### src/rtl/edge_det_pkg.sv
// Shared types for the multi-channel edge detector: detect modes and the
// per-channel arming FSM states.
package edge_det_pkg;
  localparam int MODE_W = 2;

  typedef enum logic [MODE_W-1:0] {
    OFF  = 2'b00,
    RISE = 2'b01,
    FALL = 2'b10,
    BOTH = 2'b11
  } mode_e;

  typedef enum logic [1:0] {
    IDLE   = 2'b00,
    ARM    = 2'b01,
    ACTIVE = 2'b10
  } state_e;
endpackage

### src/rtl/edge_det_chan.sv
// One detector channel: input synchronizer, IDLE/ARM/ACTIVE FSM, edge
// detect, registered pulse, sticky flag and saturating event counter.
module edge_det_chan
  import edge_det_pkg::*;
#(
  parameter int SYNC_STAGES = 2,
  parameter int CNT_W       = 8
) (
  input  logic             clk,
  input  logic             rst,
  input  logic             sig_in,
  input  mode_e            mode,
  input  logic             clr,
  output logic             edge_pulse,
  output logic             sticky,
  output logic [CNT_W-1:0] count
);
  logic s;
  logic warm;

  // warm goes high once every synchronizer stage holds a real sample, so a
  // level present at reset release is loaded into p rather than seen as an edge.
  if (SYNC_STAGES == 0) begin : g_nosync
    assign s    = sig_in;
    assign warm = 1'b1;
  end else begin : g_sync
    logic [SYNC_STAGES-1:0] sync_q, sync_d;
    logic [SYNC_STAGES-1:0] warm_q, warm_d;

    always_comb begin
      sync_d = SYNC_STAGES'({sync_q, sig_in});
      warm_d = SYNC_STAGES'({warm_q, 1'b1});
    end

    always_ff @(posedge clk or negedge rst) begin
      if (!rst) begin
        sync_q <= '0;
        warm_q <= '0;
      end else begin
        sync_q <= sync_d;
        warm_q <= warm_d;
      end
    end

    assign s    = sync_q[SYNC_STAGES-1];
    assign warm = warm_q[SYNC_STAGES-1];
  end

  state_e           state_q, state_d;
  logic             p_q, p_d;
  logic             pulse_q, pulse_d;
  logic             sticky_q, sticky_d;
  logic [CNT_W-1:0] cnt_q, cnt_d;
  logic             rise, fall, det;

  assign rise = s & ~p_q;
  assign fall = ~s & p_q;

  always_comb begin
    state_d = state_q;
    p_d     = p_q;
    det     = 1'b0;
    case (state_q)
      IDLE: if (warm) state_d = ARM;
      ARM: begin
        state_d = ACTIVE;
        p_d     = s;
      end
      ACTIVE: begin
        p_d = s;
        case (mode)
          RISE:    det = rise;
          FALL:    det = fall;
          BOTH:    det = rise | fall;
          default: det = 1'b0;
        endcase
      end
      default: state_d = IDLE;
    endcase
    if (mode == OFF) state_d = IDLE;

    pulse_d = det;
    // clr beats a simultaneous edge for count/sticky; the pulse still fires
    if (clr) begin
      cnt_d    = '0;
      sticky_d = 1'b0;
    end else begin
      cnt_d    = (det && cnt_q != '1) ? cnt_q + 1'b1 : cnt_q;
      sticky_d = sticky_q | det;
    end
  end

  always_ff @(posedge clk or negedge rst) begin
    if (!rst) begin
      state_q  <= IDLE;
      p_q      <= 1'b0;
      pulse_q  <= 1'b0;
      sticky_q <= 1'b0;
      cnt_q    <= '0;
    end else begin
      state_q  <= state_d;
      p_q      <= p_d;
      pulse_q  <= pulse_d;
      sticky_q <= sticky_d;
      cnt_q    <= cnt_d;
    end
  end

  assign edge_pulse = pulse_q;
  assign sticky     = sticky_q;
  assign count      = cnt_q;
endmodule

### src/rtl/edge_detect_mc.sv
// Multi-channel edge detector top: one edge_det_chan per channel plus the
// any_edge OR-reduction.
module edge_detect_mc
  import edge_det_pkg::*;
#(
  parameter int NUM_CH      = 4,
  parameter int SYNC_STAGES = 2,
  parameter int CNT_W       = 8
) (
  input  logic                    clk,
  input  logic                    rst,
  input  logic [NUM_CH-1:0]       sig_in,
  input  logic [MODE_W*NUM_CH-1:0] mode,
  input  logic [NUM_CH-1:0]       clr,
  output logic [NUM_CH-1:0]       edge_pulse,
  output logic [NUM_CH-1:0]       sticky,
  output logic [NUM_CH*CNT_W-1:0] count,
  output logic                    any_edge
);
  for (genvar i = 0; i < NUM_CH; i++) begin : g_ch
    edge_det_chan #(
      .SYNC_STAGES(SYNC_STAGES),
      .CNT_W      (CNT_W)
    ) u_chan (
      .clk       (clk),
      .rst       (rst),
      .sig_in    (sig_in[i]),
      .mode      (mode_e'(mode[MODE_W*i +: MODE_W])),
      .clr       (clr[i]),
      .edge_pulse(edge_pulse[i]),
      .sticky    (sticky[i]),
      .count     (count[CNT_W*i +: CNT_W])
    );
  end

  assign any_edge = |edge_pulse;
endmodule
### config.mk
export PLATFORM = sky130hd
export DESIGN_NAME = edge_detect_mc
export DESIGN_NICKNAME = d
export VERILOG_FILES = /design/src/rtl/edge_det_pkg.sv /design/src/rtl/edge_det_chan.sv /design/src/rtl/edge_detect_mc.sv
export SDC_FILE = /design/constraint.sdc
export NUM_CORES = 1
export LEC_CHECK = 0
export ABC_AREA = 1
export CAP_MARGIN = 20
export CORE_UTILIZATION = 35
export CTS_CLUSTER_DIAMETER = 100
export DETAILED_ROUTE_END_ITERATION = 10
export DONT_BUFFER_PORTS = 1
export GPL_TIMING_DRIVEN = 0
export PLACE_DENSITY = 0.62
export SLEW_MARGIN = 15
export SYNTH_ARGS = -nofsm -noshare
export SYNTH_HDL_FRONTEND = slang
export SYNTH_SLANG_ARGS = --single-unit
export TNS_END_PERCENT = 30
### constraint.sdc
create_clock -name clk -period 1.2 [get_ports clk]
set_input_delay 0.18 -clock clk [delete_from_list [all_inputs] [get_ports clk]]
set_output_delay 0.18 -clock clk [all_outputs]
set_load 0.1 [all_outputs]
==> flow_metrics.tcl <==
set metrics [dict create \
    outcome "finished with violations" \
    violations "negative hold slack, negative setup slack" \
    layout.cells.non_filler 657 \
    gr-usage-met2_pct 25.6 \
    timing.fmax_mhz 611 \
    max_stage_delay_ns 0.64 \
    cp_top_family "flip-flops" \
    yosysWarnings 0 \
    r2r_start "g_ch[1].u_chan.count[1]" \
    core_um2 10300 \
    ys_ff_latch 62 \
    drv_slew 0 \
    timing.rr.end "g_ch[1].u_chan.count[0]" \
    total_power_mw 7.49 \
    clock_sinks 62 \
    cts-root-buf "clkbuf_8" \
    io_pins 59 \
    place.port_buffers 0 \
    drv_cap 0 \
    wire_per_inst_um 12.2 \
    worstPathRequired_ns 1.43 \
    grt_max_degree 63 \
    die_y_um 105 \
    met1_usage_pct 18.4 \
    cp_num_cells 8 \
    antenna_cells 0 \
    cts.clk_slew.worst_paths_ns 0.07 \
    setup_slack_ns -0.436 \
    yosysSeqAreaShare_pct 41.9 \
    grt_pass1_wl_um 13500 \
    path_cells "ha_4 -> nand2_4 -> nor2_4 -> nand2_2 -> nand3_4 -> buf_12 -> nand3_1 -> nand2_1" \
    final_antenna_net_count 0 \
    place_congestion 0.805 \
    layout.nets 562 \
    synth_cell_types 20 \
    rrSetupSlack_ns -0.44 \
    hold_viol 62 \
    dieArea_um2 11000 \
    end_kind "register" \
    netlist_area_um2 3700 \
    grt_use_total_pct 15.3 \
    r2r_cells 8 \
    clock_latency_ns 0.34 \
    clock_path_buffers 2 \
    drc 0 \
    rsz0062_at_grt "true" \
    cts_tree "yes" \
    syn_avg_cell_area_um2 7.70 \
    first_global_vias 2900 \
    grt-ovfl-total 0 \
    critPathBufInv 1 \
    num_vias 3103 \
    start_util_pct 36.0 \
    drt-total-wl_um 8000 \
    drt_iter0_markers 118 \
    viasPerCell 4.72 \
    syn_to_final_growth_pct 25.7 \
    cts-buffers-inserted 9 \
    p_leak_nw 2.18 \
    use_met3_pct 4.68 \
    synth_cells 481 \
    synth_nets 527 \
    drive_gt1_share_pct 29.8 \
    dp.cells 617 \
    htreeDepth 3 \
    p_per_area_nw_per_um2 1610 \
    whs_ns -0.469 \
    hp-class "in -> async" \
    critPathLaunchType "register" \
    hold_buffers 4 \
    worst-endpoint-arrival_ns 1.87 \
    path_max_fanout 6 \
    die_w_um 105 \
    fin_crit_ns 1.64 \
    clock_skew_ns 0.00874 \
    criticalPathCategory "reg -> reg" \
    vdd_drop_max_mv 0.957 \
    cpMaxStageDelayCell "dfrtp_4" \
    first_pass_iters 6 \
    top_usage_layer "met2" \
    grt_antenna_before_repair 0 \
    setup-violations-final 37 \
    period_share_pct 136 \
    place.detailed.hpwl_um 5330 \
    fp-row-count 37 \
]
[cells in the final DEF, fill, tap and decap left out, drive strengths merged]
cell         instances
o21ai               12
o21bai               8
conb                 1
a21oi                4
nor2                60
inv                 57
clkinv               6
clkbuf              14
nand2              160
or2                  4
nor3b                8
buf                 32
or4                  1
ha                  28
nand3               60
dfrtp               62
dlygate4sd3          4
[stage by stage]
| stage | setup TNS, ns | utilization (%) | instance area [um2] | worst slack [ns] |
|---|---|---|---|---|
| after global placement | -13.77 | 39.2 | 4030 | -0.431 |
| after CTS | -13.99 | 43.3 | 4450 | -0.431 |
| after detailed placement | -14.21 | 39.2 | 4030 | -0.449 |
| after global routing | -16.70 | 45.3 | 4660 | -0.520 |
| after floorplan | -9.22 | - | 3860 | -0.288 |
| final | -13.74 | 45.3 | 4660 | -0.436 |
[metal layers]
| layer | part of all wire, % | vias up |
|---|---|---|
| met1 | 44 | 1473 |
| met5 | 0 | - |
| met3 | 4.2 | 10 |
| li1 | - | 1567 |
| met4 | 1.7 | 0 |
| met2 | 50 | 53 |
[cell type report]
class,instances,area (um2)
fill,1020,5620
multi-input combinational,346,2080
sequential,62,1670
timing repair buffer,24,239
inverter,61,229
tap,136,170
clock buffer,14,153
buffer,12,106
clock inverter,2,10.0
[worst reg2reg max path, stage by stage, from the launching register on]
cell     delay (ns)
dfrtp_4        0.64
ha_4           0.25
nand2_4        0.07
nor2_4         0.05
nand2_2        0.08
nand3_4        0.15
buf_12         0.18
nand3_1        0.05
nand2_1        0.06
[worst max-delay path by stage]
stage                              endpoint                       from
floorplan           g_ch[0].u_chan.count[2]    g_ch[0].u_chan.count[0]
global placement    g_ch[3].u_chan.count[7]    g_ch[3].u_chan.count[0]
detailed placement  g_ch[2].u_chan.count[4]    g_ch[2].u_chan.count[0]
CTS                                any_edge  g_ch[1].u_chan.edge_pulse
global route        g_ch[3].u_chan.count[6]    g_ch[3].u_chan.count[0]
finish              g_ch[1].u_chan.count[0]    g_ch[1].u_chan.count[1]
[synth_stat cells (all sizes together)]
master	instances	area [um2]
nand2	160	651
clkinv	4	15.0
inv	57	214
nand3	60	350
o21bai	8	60.1
buf	12	80.1
ha	28	350
dfrtp	62	1550
nor2	60	255
or4	1	7.51
a21oi	4	20.0
o21ai	12	60.1
or2	4	25.0
nor3b	8	60.1
conb	1	3.75
[timing repair]
item | CTS | global route
pin swaps | 13 | 26
resized for setup | 35 | 47
buffers inserted | 11 | 9
setup endpoints to repair | 63 | 66
hold endpoints to repair | 66 | 62
[cells by family (layout without fill, tap and decap cells)]
| family | after synthesis | in the layout | share of synthesized area (%) |
|---|---|---|---|
| other cells | 1 | 1 | 0.101 |
| simple gates | 293 | 293 | 36.4 |
| fa+ha+maj | 28 | 28 | 9.46 |
| compound gates | 24 | 24 | 3.78 |
| buf+inv | 73 | 113 | 8.34 |
| flops | 62 | 62 | 41.9 |
[sequential cells by signal (all words and copies together), names as in the netlist]
register,count
g_ch.u_chan.count,32
g_ch.u_chan.edge_pulse,4
g_ch.u_chan.g_sync.sync_q,8
g_ch.u_chan.g_sync.warm_q,2
g_ch.u_chan.p_q,4
g_ch.u_chan.state_q,8
g_ch.u_chan.sticky,4
[report_power, final]
group,switching [mW],leakage [nW],total [mW],internal [mW]
Combinational,1.52,1.33,2.35,0.835
Clock,0.797,0.0844,1.60,0.803
Sequential,1.06,0.758,3.53,2.47
Total,3.38,2.18,7.49,4.11
Power figures use the tool's default switching activity.
